--- config.mk ---
export PLATFORM = sky130hd
export DESIGN_NAME = intr_ack_seq
export DESIGN_NICKNAME = d
export VERILOG_FILES = /design/src/rtl/intr_ack_seq.sv
export SDC_FILE = /design/constraint.sdc
export NUM_CORES = 1
export LEC_CHECK = 0
export ABC_AREA = 1
export ABC_CLOCK_PERIOD_IN_PS = 1700
export CAP_MARGIN = 20
export CORE_MARGIN = 2
export CORE_UTILIZATION = 40
export DETAILED_ROUTE_END_ITERATION = 10
export GPL_TIMING_DRIVEN = 0
export PLACE_DENSITY = 0.72
export SKIP_CTS_REPAIR_TIMING = 1
export SYNTH_ARGS = -nofsm -noshare
export SYNTH_HDL_FRONTEND = slang
export SYNTH_SLANG_ARGS = --single-unit
--- constraint.sdc ---
create_clock -name clk_in -period 1.7 [get_ports clk_in]
set_input_delay 0.255 -clock clk_in [delete_from_list [all_inputs] [get_ports clk_in]]
set_output_delay 0.255 -clock clk_in [all_outputs]
set_load 0.01 [all_outputs]
--- src/rtl/intr_ack_seq.sv ---
// Processor-side handshake sequencer for INTR_CNTRL: ack/vector capture, id hand-off, EOI.
// Optional per-id service counters are built when INTR_ACK_SEQ_STATS_EN is defined.
module intr_ack_seq #(
  parameter int unsigned ACK_DELAY  = 4,
  parameter int unsigned TIMEOUT    = 64,
  parameter int unsigned HOLDOFF    = 3,
  parameter logic [4:0]  VEC_PREFIX = 5'b01011,
  parameter logic [4:0]  EOI_PREFIX = 5'b10100,
  parameter logic [7:0]  MODE_WORD  = 8'h01
) (
  input  logic       clk_in,
  input  logic       rst_in,
  input  logic       cntrl_intr,
  input  logic       cntrl_bus_oe,
  output logic       cntrl_ack_n,
  input  logic [7:0] bus_in,
  output logic [7:0] bus_out,
  output logic       bus_drive,
  output logic       irq_valid,
  output logic [2:0] irq_id,
  input  logic       irq_ready,
  input  logic       isr_done,
  output logic       busy,
  output logic       err_flag,
  input  logic       err_clr
`ifdef INTR_ACK_SEQ_STATS_EN
  ,
  input  logic [2:0] stat_sel,
  output logic [7:0] stat_cnt
`endif
);

  localparam int TO_W = (TIMEOUT > 1) ? $clog2(TIMEOUT) : 1;
  localparam int HO_W = (HOLDOFF > 1) ? $clog2(HOLDOFF + 1) : 1;

  localparam logic [7:0]      DLY_LOAD = 8'(ACK_DELAY - 1);
  localparam logic [TO_W-1:0] TO_LOAD  = TO_W'(TIMEOUT - 1);
  localparam logic [HO_W-1:0] HO_LOAD  = HO_W'(HOLDOFF);

  typedef enum logic [3:0] {
    IDLE,
    WAIT1,
    ACK1,
    CAPT,
    WAIT2,
    ACK2,
    DELIVER,
    WAIT_ISR,
    EOI,
    ERR
  } state_e;

  state_e          state_q, state_d;
  logic [7:0]      dlyCnt_q, dlyCnt_d;
  logic [TO_W-1:0] toCnt_q, toCnt_d;
  logic [HO_W-1:0] hoCnt_q, hoCnt_d;
  logic            ackN_q, ackN_d;
  logic            drive_q, drive_d;
  logic [7:0]      busOut_q, busOut_d;
  logic            irqValid_q, irqValid_d;
  logic [2:0]      irqId_q, irqId_d;
  logic            errFlag_q, errFlag_d;

  always_ff @(posedge clk_in or posedge rst_in) begin
    if (rst_in) begin
      state_q    <= IDLE;
      dlyCnt_q   <= '0;
      toCnt_q    <= '0;
      hoCnt_q    <= '0;
      ackN_q     <= 1'b1;
      drive_q    <= 1'b1;
      busOut_q   <= MODE_WORD;
      irqValid_q <= 1'b0;
      irqId_q    <= '0;
      errFlag_q  <= 1'b0;
    end else begin
      state_q    <= state_d;
      dlyCnt_q   <= dlyCnt_d;
      toCnt_q    <= toCnt_d;
      hoCnt_q    <= hoCnt_d;
      ackN_q     <= ackN_d;
      drive_q    <= drive_d;
      busOut_q   <= busOut_d;
      irqValid_q <= irqValid_d;
      irqId_q    <= irqId_d;
      errFlag_q  <= errFlag_d;
    end
  end

  always_comb begin
    state_d  = state_q;
    dlyCnt_d = dlyCnt_q;
    toCnt_d  = toCnt_q;
    hoCnt_d  = hoCnt_q;
    irqId_d  = irqId_q;

    case (state_q)
      IDLE: begin
        if (hoCnt_q != '0) begin
          hoCnt_d = hoCnt_q - HO_W'(1);
        end else if (cntrl_intr) begin
          state_d  = WAIT1;
          dlyCnt_d = DLY_LOAD;
        end
      end
      WAIT1: begin
        if (dlyCnt_q == 8'd0) state_d = ACK1;
        else                  dlyCnt_d = dlyCnt_q - 8'd1;
      end
      ACK1: begin
        state_d = CAPT;
        toCnt_d = TO_LOAD;
      end
      // A controller-driven word wins over an expiring timeout in the same cycle.
      CAPT: begin
        if (cntrl_bus_oe) begin
          if (bus_in[7:3] == VEC_PREFIX) begin
            irqId_d  = bus_in[2:0];
            state_d  = WAIT2;
            dlyCnt_d = DLY_LOAD;
          end else begin
            state_d = ERR;
          end
        end else if (toCnt_q == '0) begin
          state_d = ERR;
        end else begin
          toCnt_d = toCnt_q - TO_W'(1);
        end
      end
      WAIT2: begin
        if (dlyCnt_q == 8'd0) state_d = ACK2;
        else                  dlyCnt_d = dlyCnt_q - 8'd1;
      end
      ACK2: state_d = DELIVER;
      DELIVER: begin
        if (irq_ready) state_d = isr_done ? EOI : WAIT_ISR;
      end
      WAIT_ISR: begin
        if (isr_done) state_d = EOI;
      end
      EOI: begin
        state_d = IDLE;
        hoCnt_d = HO_LOAD;
      end
      ERR:     state_d = IDLE;
      default: state_d = IDLE;
    endcase

    // Outputs are registered from the next state so each one is glitch-free.
    ackN_d     = !(state_d inside {ACK1, ACK2, EOI});
    drive_d    = state_d inside {IDLE, WAIT1, EOI, ERR};
    busOut_d   = (state_d == EOI) ? {EOI_PREFIX, irqId_d} : MODE_WORD;
    irqValid_d = (state_d == DELIVER);
    errFlag_d  = (errFlag_q & ~err_clr) | (state_d == ERR);
  end

  assign cntrl_ack_n = ackN_q;
  assign bus_out     = busOut_q;
  assign bus_drive   = drive_q & ~cntrl_bus_oe;
  assign irq_valid   = irqValid_q;
  assign irq_id      = irqId_q;
  assign busy        = (state_q != IDLE);
  assign err_flag    = errFlag_q;

`ifdef INTR_ACK_SEQ_STATS_EN
  logic [7:0] statCnt_q [8];

  always_ff @(posedge clk_in or posedge rst_in) begin
    if (rst_in) begin
      for (int i = 0; i < 8; i++) statCnt_q[i] <= '0;
    end else if (state_q == EOI && statCnt_q[irqId_q] != 8'hFF) begin
      statCnt_q[irqId_q] <= statCnt_q[irqId_q] + 8'd1;
    end
  end

  assign stat_cnt = statCnt_q[stat_sel];
`endif

endmodule
==> metrics.md, run 1 <==
| Metric | Value |
|---|---|
| Skew final | `0.006555 ns` |
| RSZ-0062 raised after global routing | `false` |
| H-tree Lvls | `2` |
| CP top delay family | `flip-flops` |
| Die H | `71.14 um` |
| Slowest cell delay on critical path | `0.52 ns` |
| Core area | `4354 um2` |
| Total congestion overflow after global routing | `0` |
| Worst-Margin Slew | `0.5003 ns` |
| Sequential share of the synthesized area | `43.23%` |
| Buf+Inv Stages, Crit Path | `1` |
| TritonRoute pass-1 iters | `4` |
| DR DRC count | `0` |
| Initial antenna violation count | `0` |
| Avg Inst Size Synth | `7.512 um2` |
| First-pass GRT wire length | `6.292 mm` |
| Largest net degree at the start of global routing | `23` |
| Most area-hungry cell type in the Yosys netlist | `dfrtp_1` |
| Final nets | `298` |
| Peak Freq | `632.8 MHz` |
| Crit path max fanout | `1` |
| Dpl hpwl | `~2.7 mm` |
| First DRT Iteration DRCs | `105` |
| Worst Hold Class | `in -> async` |
| Fin crit share | `between 90 and 100%` |
| Vias in the first global route | `1527` |
| Cts bufs inserted | `5` |
| Most common library cell in the layout ignoring fill and taps | `nand2_1` |
| Avg WL per Cell | `10.77 um` |
| Post-detailed-routing wire length | `approximately 3.6 mm` |
| Final setup viols | `0` |
| DIE AREA | `5060 um2` |
| Synth warn | `0` |
| Slowest CP cell | `dfstp_2` |
| Rows | `24` |
| Mean number of vias per cell | `4.574` |
| VDD IR-drop max | `0.0009543 V` |
| Worst setup path class | `reg -> out` |
| CTS tree | `done` |
| Number of fill cells | `approximately 400` |
| Yosys cell types | `27` |
| #FFs+latches synth | `31` |
| Critical Path Sink Type | `output pin` |
| Final Power | `3.790 mW` |
| Max_cap viols | `0` |
| Setup_tns | `0 ns` |
| Clock Path Buffers | `2` |
| Final ANT Viol Nets | `0` |
| Layout cell share with drive strength beyond 1 | `12.19%` |
| Clock-pin slew on the worst setup and hold paths | `0.07 ns` |
| Routed vias | `1514` |
| CTS Root Cell | `clkbuf_8` |
| Most frequent cells in the layout | `66 x nand2_1, 37 x inv_1, 36 x nor2_1, 27 x dfrtp_1, 25 x clkdlybuf4s50_1` |
| Synth area leaders | `dfrtp_1 39%, nand2_1 14%, inv_1 7.7%` |
| Die width | `71.14 um` |
| I/O Pins | `31` |
| Initial core utilization | `approximately two fifths` |
| Syn-to-layout area delta | `27.97%` |
| Yosys top cell area share | `38.86%` |
| Antenna cells | `0` |
| Cells after synthesis | `240` |
| Worst skew pair latency | `about 0.28 ns` |
| Final RePlAce weighted congestion | `0.8197` |
| CP startpoint kind | `flop` |
| Syn Std Cell Area | `1803 um2` |
| Cell Chain, Critical Path | `clkdlybuf4s50_1` |
| Total track usage | `15.48%` |
| Sink Count | `31` |
| WP data required | `~1.4 ns` |
| Pwr/cell area | `1643 nW/um2` |
| Outcome | `complete, no violations` |
| P_leak | `approximately 1.2 nW` |
| Endpoints failing hold | `0` |
| Worst EP arrival | `around 1.3 ns` |
| Worst slew margin | `around 67%` |
| Max Slew Vio Count | `0` |
| Buffers on Ports | `27` |
| Fin util | `52.99%` |
| Tmin final | `1.580 ns` |
[final cells by class]
class                           count  area [um2]  area share (%)
Buffer                              6       48.80           2.115
Clock buffer                        6       82.58           3.579
Clock inverter                      2       35.03           1.518
Inverter                           39       151.4           6.562
Multi-Input combinational cell    166       833.3           36.12
Sequential cell                    31       780.7           33.84
Tap cell                           52       65.06           2.820
Timing Repair Buffer               29       310.3           13.45
[where the power goes]
| part | leakage [nW] | switching, mW | internal [mW] | total (mW) |
|---|---|---|---|---|
| Clock | 0.0612 | 0.285 | 0.474 | 0.759 |
| Sequential | 0.389 | 0.204 | 1.00 | 1.20 |
| Combinational | 0.793 | 1.09 | 0.733 | 1.83 |
| Total | 1.24 | 1.58 | 2.21 | 3.79 |
[final timing paths]
check / start / end / slack (ns) / depth (start not counted)
setup reg to reg: toCnt_q[0] / toCnt_q[0] / 0.18 / 8
hold reg to reg: dlyCnt_q[0] / dlyCnt_q[0] / 0.48 / 2
hold / removal: rst_in / dlyCnt_q[1] / 0.30 / 2
max in group asynchronous: rst_in / bus_out[0] / 0.85 / 3
setup / recovery: cntrl_ack_n / cntrl_ack_n / 0.12 / 1
min in group clk_in: dlyCnt_q[0] / dlyCnt_q[0] / 0.48 / 2
[kinds of logic (layout without fill, tap and decap cells)]
kind of cell	Yosys count	in the layout	synth area share [%]
AND/OR/NAND/NOR	132	132	31.99
buffers and inverters	45	82	11.10
flip-flops	31	31	43.23
AO/OA/AOI/OAI	18	18	6.107
XOR/XNOR	8	8	3.886
adder cells (fa/ha/maj)	5	5	3.470
other	1	3	0.2080
[cells in the mapped netlist]
cell	count
ha_1	5
buf_4	5
conb_1	1
a21oi_1	2
nand3b_1	3
nor3_1	3
nand2_1	66
nand3_2	1
a21boi_0	1
inv_4	2
xor2_1	6
nand4_1	4
inv_1	37
nand3_1	11
nor2_2	1
xnor2_1	2
nand2_2	3
o21ai_2	4
nor2_1	37
dfstp_2	3
buf_6	1
o21ai_0	10
nor2_4	1
dfrtp_1	28
o211ai_1	1
nor2_8	1
or2_1	1
[per-layer routing]
| metal | up-vias | global-route usage, % | wire length (um) |
|---|---|---|---|
| met4 | 0 | 5.241 | 34 |
| met2 | 32 | 27.62 | 1777 |
| met3 | 3 | 3.561 | 151 |
| met5 | - | 0 | 0 |
| li1 | 803 | - | - |
| met1 | 676 | 18.28 | 1602 |
[flip-flops by register name, indices dropped and copies added (netlist names)]
register,flops
dlyCnt_q,8
toCnt_q,6
bus_out,4
state_q,4
irq_id,3
hoCnt_q,2
cntrl_ack_n,1
drive_q,1
err_flag,1
irq_valid,1
[stage by stage]
stage                     setup WS, ns  cell area (um2)  cells  hold WS (ns)
after global routing          0.001902             2307    331        0.3397
after global placement        -0.07146             2146    321        0.4644
final                           0.1197             2307    331        0.2969
after detailed placement      -0.08638             2173    322        0.4680
after CTS                      -0.2688             2291    330        0.3035
after floorplan                 0.3697             1810    242        0.3514
Note: power is estimated with default switching activity, not from simulation.
==> run 2, diff against run 1 <==
CTS_CLUSTER_DIAMETER = 80   (was unset)
SKIP_CTS_REPAIR_TIMING = unset   (was 1)
==> run 2 against run 1 <==
  * Die area unchanged
  * Register-to-register slack worse by 0.03 ns
  * Largest power group unchanged
  * Final area up 0.81%
  * Sequential share of layout area down 0.22 points
  * Global-route usage up 0.37 points
  * Core utilization up 0.43 points
  * Flip-flop and latch count unchanged
  * Worst hold slack about the same
  * Via count up 1.8%
  * Critical path type unchanged
  * Critical path depth up 4
  * Setup slack worse by 0.075 ns
==> metrics.md, run 2 (synthesis results as in run 1) <==
| Metric | Value |
|---|---|
| Outcome | `complete, no violations` |
| Cell Chain, Critical Path | `inv_2 -> nand2_2 -> nor2_2 -> inv_1 -> dlygate4sd2_1` |
| Final ANT Viol Nets | `0 (unchanged)` |
| Initial antenna violation count | `0 (unchanged)` |
| DR DRC count | `0 (unchanged)` |
| Core area | `4354 um2 (unchanged)` |
| RSZ-0062 raised after global routing | `true` |
| Final RePlAce weighted congestion | `0.8197 (unchanged)` |
| Critical Path Sink Type | `output pin` |
| CP Launch Point | `state_q[2]` |
| Tmin final | `1.655 ns (+0.07470 ns)` |
| Sink Count | `31 (unchanged)` |
| First DRT Iteration DRCs | `102 (-2.9%)` |
| CP top delay family | `buffers and inverters` |
| Number of fill cells | `401 (-0.74%)` |
| Worst Hold Class | `in -> async` |
| Layout cell share with drive strength beyond 1 | `14.59% (+2.4 points)` |
| Worst r2r src | `state_q[3]` |
| Reg area | `782.0 um2 (+0.16%)` |
| Post-cts hold buffer count | `0` |
| Clock Path Buffers | `2 (unchanged)` |
| P_leak | `1.239 nW (-0.34%)` |
| Slowest CP cell | `dfrtp_1` |
| Most frequent cells in the layout | `66 x nand2_1, 35 x inv_1, 34 x nor2_1, 26 x dfrtp_1, 25 x clkdlybuf4s50_1` |
| Endpoints failing hold | `0 (unchanged)` |
| Buffers on Ports | `27 (unchanged)` |
| I/O Pins | `31 (unchanged)` |
| Largest net degree at the start of global routing | `23 (unchanged)` |
| Routed vias | `1541 (+1.8%)` |
| First-pass GRT wire length | `6.430 mm (+2.2%)` |
| Cts bufs inserted | `5 (unchanged)` |
| TritonRoute pass-1 iters | `4 (unchanged)` |
| Skew final | `0.009372 ns (+0.002816 ns)` |
| Antenna cells | `0 (unchanged)` |
| Finished layout cell area | `2326 um2 (+0.81%)` |
| CTS Root Cell | `clkbuf_8` |
| Placed inst area | `2173 um2 (unchanged)` |
| Die H | `71.14 um (unchanged)` |
| CTS tree | `done` |
| Worst EP arrival | `1.40 ns (+0.07 ns)` |
| Post-Place Setup Slack | `-0.08638 ns (unchanged)` |
| Max_cap viols | `0 (unchanged)` |
| Worst setup path class | `reg -> out` |
| CP startpoint kind | `flop` |
| Syn-to-layout area delta | `29.01%` |
| Avg WL per Cell | `10.88 um (+0.96%)` |
| Peak Freq | `604.2 MHz (-4.5%)` |
| Max Slew Vio Count | `0 (unchanged)` |
| WP data required | `1.44 ns (about the same)` |
| Mean number of vias per cell | `4.628 (+1.2%)` |
| Most common library cell in the layout ignoring fill and taps | `nand2_1` |
| Pwr/cell area | `1652 nW/um2 (+0.58%)` |
| Rows | `24 (unchanged)` |
| Max FFs per register | `8 (unchanged)` |
| Buf+Inv Stages, Crit Path | `3 (+2)` |
| Worst slew margin | `66.61% (about the same)` |
| Post-detailed-routing wire length | `3.622 mm (+1.6%)` |
| Worst-Margin Slew | `0.5003 ns (-0.00004029 ns)` |
| VDD IR-drop max | `0.0009687 V (+1.5%)` |
| WHS | `0.2965 ns (-0.0003730 ns)` |
| Total congestion overflow after global routing | `0 (unchanged)` |
| Top reg by flops | `dlyCnt_q` |
| Final nets | `300 (+0.67%)` |
| Worst skew pair latency | `0.29 ns (about the same)` |
| DIE AREA | `5060 um2 (unchanged)` |
| Initial core utilization | `41.41% (unchanged)` |
| Footprint of the multi-input gates | `843.3 um2 (+1.2%)` |
| Die width | `71.14 um (unchanged)` |
| Fin crit share | `97.36% (+4.4 points)` |
| Crit path max fanout | `4 (+3)` |
| Clock-pin slew on the worst setup and hold paths | `0.07 ns (about the same)` |
| Total track usage | `15.85% (+0.37 points)` |
| Vias in the first global route | `1551 (+1.6%)` |
| Dpl hpwl | `2.688 mm (unchanged)` |
| PnR worst setup slack | `0.04496 ns (-0.07470 ns)` |
| Slowest cell delay on critical path | `0.43 ns (-0.09 ns)` |
| Top Registers | `dlyCnt_q x8, toCnt_q x6` |
| H-tree Lvls | `2 (unchanged)` |
| Final setup viols | `0 (unchanged)` |
-- run 2: stage by stage --
stage	setup TNS, ns	util, %	total power [mW]	instances
4_1_cts	0	52.84	3.839	331
3_3_place_gp	-0.4239	49.28	2.985	321
3_5_place_dp	-0.5857	49.91	3.040	322
6_report	0	53.42	3.843	333
2_1_floorplan	0	-	2.583	242
5_1_grt	-0.01919	53.42	4.236	333
-- run 2: final cells by class --
type                    instances  share of cell area, %
plain buffers                   6                  2.098
well taps                      52                  2.797
clock buffers                   6                  3.550
flip-flops and latches         31                  33.62
clock inverters                 2                  1.506
multi-input cells             166                  36.26
inverters                      39                  6.509
repair buffers                 31                  13.66
-- run 2: routing by layer --
metal	track usage (%)	up-vias	part of all wire (%)
li1	-	807	-
met1	18.51	702	45
met2	28.66	29	50
met3	3.561	3	3.9
met4	5.241	0	0.94
met5	0	-	0
-- run 2: repair_timing --
action,4_1_cts,5_1_grt
buffers inserted,1,2
gates resized for setup,5,5
endpoints found under the setup margin,2,2
-- run 2: power by group --
group	leakage (nW)	switching (mW)	internal (mW)	total, mW
combinational	0.791	1.13	0.749	1.88
sequential	0.387	0.199	1.00	1.20
clock	0.0612	0.291	0.474	0.765
total	1.24	1.62	2.22	3.84
-- run 2: final timing paths --
check,to,slack [ns],cells past startpoint
max,busy,0.04,5
min,dlyCnt_q[1],0.30,2
max reg2reg,dlyCnt_q[3],0.15,10
min reg2reg,dlyCnt_q[0],0.48,2
max in group asynchronous,drive_q,0.85,3
min in group clk_in,dlyCnt_q[0],0.48,2
==> run 3, diff against run 2 <==
CORE_MARGIN = 5   (was 2)
GPL_TIMING_DRIVEN = unset   (was 0)
==> run 3 against run 2 <==
  * Global-route usage shrank 2.8 points
  * Critical endpoint unchanged
  * Setup slack improved by 0.029 ns
  * Total power rose by 2.7%
  * Clock power is 2% lower
  * Highest routed layer unchanged
  * First-iteration DRC count is 51% lower
  * Flip-flop and latch count unchanged
==> metrics.md, run 3 (synthesis results as in run 1) <==
| Metric | Value |
|---|---|
| Final ANT Viol Nets | `0 (unchanged)` |
| Layout cell share with drive strength beyond 1 | `13.17% (-1.4 points)` |
| Routed vias | `1519 (-1.4%)` |
| Worst Hold Class | `in -> async` |
| Critical Path Sink Type | `output pin` |
| First-pass GRT wire length | `6.244 mm (-2.9%)` |
| CTS tree | `done` |
| Max_cap viols | `0 (unchanged)` |
| H-tree Lvls | `2 (unchanged)` |
| DIE AREA | `5950 um2 (+18%)` |
| Finished layout cell area | `2305 um2 (-0.91%)` |
| Dpl hpwl | `2.802 mm (+4.2%)` |
| Initial core utilization | `41.41% (unchanged)` |
| Crit path max fanout | `3 (-1)` |
| Slowest cell delay on critical path | `0.40 ns (-0.03 ns)` |
| Skew final | `0.006692 ns (-0.002680 ns)` |
| Clock-pin slew on the worst setup and hold paths | `0.07 ns (about the same)` |
| Peak Freq | `615.0 MHz (+1.8%)` |
| Buf+Inv Stages, Crit Path | `3 (unchanged)` |
| Most used cell along the critical path | `inv_1` |
| Largest net degree at the start of global routing | `32 (+39%)` |
| Post-Layout Cell Count | `333 (unchanged)` |
| Slowest CP cell | `dfrtp_1` |
| I/O Pins | `31 (unchanged)` |
| Final RePlAce weighted congestion | `0.8240 (+0.52%)` |
| Endpoints failing hold | `0 (unchanged)` |
| Pwr/cell area | `1713 nW/um2 (+3.7%)` |
| Max FFs per register | `8 (unchanged)` |
| Final nets | `300 (unchanged)` |
| Most frequent cells in the layout | `66 x nand2_1, 36 x inv_1, 35 x nor2_1, 28 x dfrtp_1, 25 x clkdlybuf4s50_1` |
| Mean number of vias per cell | `4.562 (-1.4%)` |
| Total congestion overflow after global routing | `0 (unchanged)` |
| DP Cell Count | `324 (+0.62%)` |
| Worst setup path class | `reg -> out` |
| Cts bufs inserted | `5 (unchanged)` |
| Max Slew Vio Count | `0 (unchanged)` |
| WP data required | `1.44 ns (about the same)` |
| Die width | `77.14 um (+8.4%)` |
| CTS Root Cell | `clkbuf_8` |
| Outcome | `complete, no violations` |
| VDD IR-drop max | `0.0009145 V (-5.6%)` |
| Tmin final | `1.626 ns (-0.02894 ns)` |
| Most common library cell in the layout ignoring fill and taps | `nand2_1` |
| Buffers on Ports | `27 (unchanged)` |
| Sink Count | `31 (unchanged)` |
| Cell Chain, Critical Path | `inv_1 -> nand2_2 -> nor2_2 -> inv_1 -> dlygate4sd2_1` |
| Rows | `24 (unchanged)` |
| P_leak | `1.232 nW (-0.56%)` |
| CP top delay family | `buffers and inverters` |
| Syn-to-layout area delta | `27.83%` |
| Avg WL per Cell | `10.82 um (-0.52%)` |
| Vias in the first global route | `1429 (-7.9%)` |
| Initial antenna violation count | `0 (unchanged)` |
| Core area | `4354 um2 (unchanged)` |
| Worst EP arrival | `1.37 ns (-0.03 ns)` |
| First DRT Iteration DRCs | `50 (-51%)` |
| WHS | `0.3490 ns (+0.05244 ns)` |
| Total track usage | `13.02% (-2.8 points)` |
| Post-detailed-routing wire length | `3.603 mm (-0.52%)` |
| Top Registers | `dlyCnt_q x8, toCnt_q x6` |
| Worst skew pair latency | `0.28 ns (about the same)` |
| Fin util | `52.93% (-0.49 points)` |
| Top reg by flops | `dlyCnt_q` |
| CP startpoint kind | `flop` |
| Placed inst area | `2177 um2 (+0.17%)` |
| Final setup viols | `0 (unchanged)` |
| TritonRoute pass-1 iters | `4 (unchanged)` |
| Fin crit share | `95.65% (-1.7 points)` |
| Die H | `77.14 um (+8.4%)` |
| Antenna cells | `0 (unchanged)` |
| Clock Path Buffers | `2 (unchanged)` |
| DR DRC count | `0 (unchanged)` |
[run 3: repair_timing]
action                     CTS  global route
buffers inserted             0             1
setup endpoints to repair    2             1
gates resized for setup      2             3
hold buffers                 0             0
pin swaps                    0             1
[run 3: where the power goes]
| group | switching, mW | total (mW) | internal, mW |
|---|---|---|---|
| Combinational | 1.16 | 2.03 | 0.865 |
| Sequential | 0.168 | 1.17 | 0.998 |
| Clock | 0.279 | 0.752 | 0.474 |
[run 3: stage by stage]
stage	TNS [ns]	power (mW)	setup WS [ns]
floorplan	0	2.583	0.3697
global placement	0	3.174	0.04855
detailed placement	0	3.224	0.007479
CTS	0	3.983	0.02525
global route	-0.001564	4.332	-0.001564
finish	0	3.948	0.07390
[run 3: layer usage]
layer / wire length [um] / up-vias / global-route usage, %
met5: 0 / - / 0
met2: 1752 / 32 / 20.62
li1: - / 802 / -
met1: 1569 / 680 / 15.37
met4: 53 / 0 / 4.983
met3: 229 / 5 / 5.855
[run 3: worst register-to-register path, delay by kind of cell (launching register included)]
| family | cells | cell delay, ns |
|---|---|---|
| and+or+nand+nor | 6 | 0.72 |
| DFF | 1 | 0.38 |
| buffers and inverters | 3 | 0.30 |
[run 3: final timing paths]
path,end,slack (ns),cells after the start,from
setup reg to reg,toCnt_q[2],0.18,9,state_q[0]
max in group asynchronous,bus_out[0],1.04,3,rst_in
setup / recovery,busy,0.07,5,state_q[2]
hold / removal,dlyCnt_q[3],0.35,3,rst_in
min in group clk_in,dlyCnt_q[0],0.49,2,dlyCnt_q[0]
hold reg to reg,dlyCnt_q[0],0.49,2,dlyCnt_q[0]
[run 3: cell type report]
| class | count | area, um2 |
|---|---|---|
| repair buffers | 37 | 355.3 |
| multi-input cells | 166 | 835.8 |
| clock inverters | 2 | 35.03 |
| flip-flops and latches | 31 | 779.5 |
| inverters | 39 | 151.4 |
| clock buffers | 6 | 82.58 |
| well taps | 52 | 65.06 |
| fillers | 426 | 2049 |
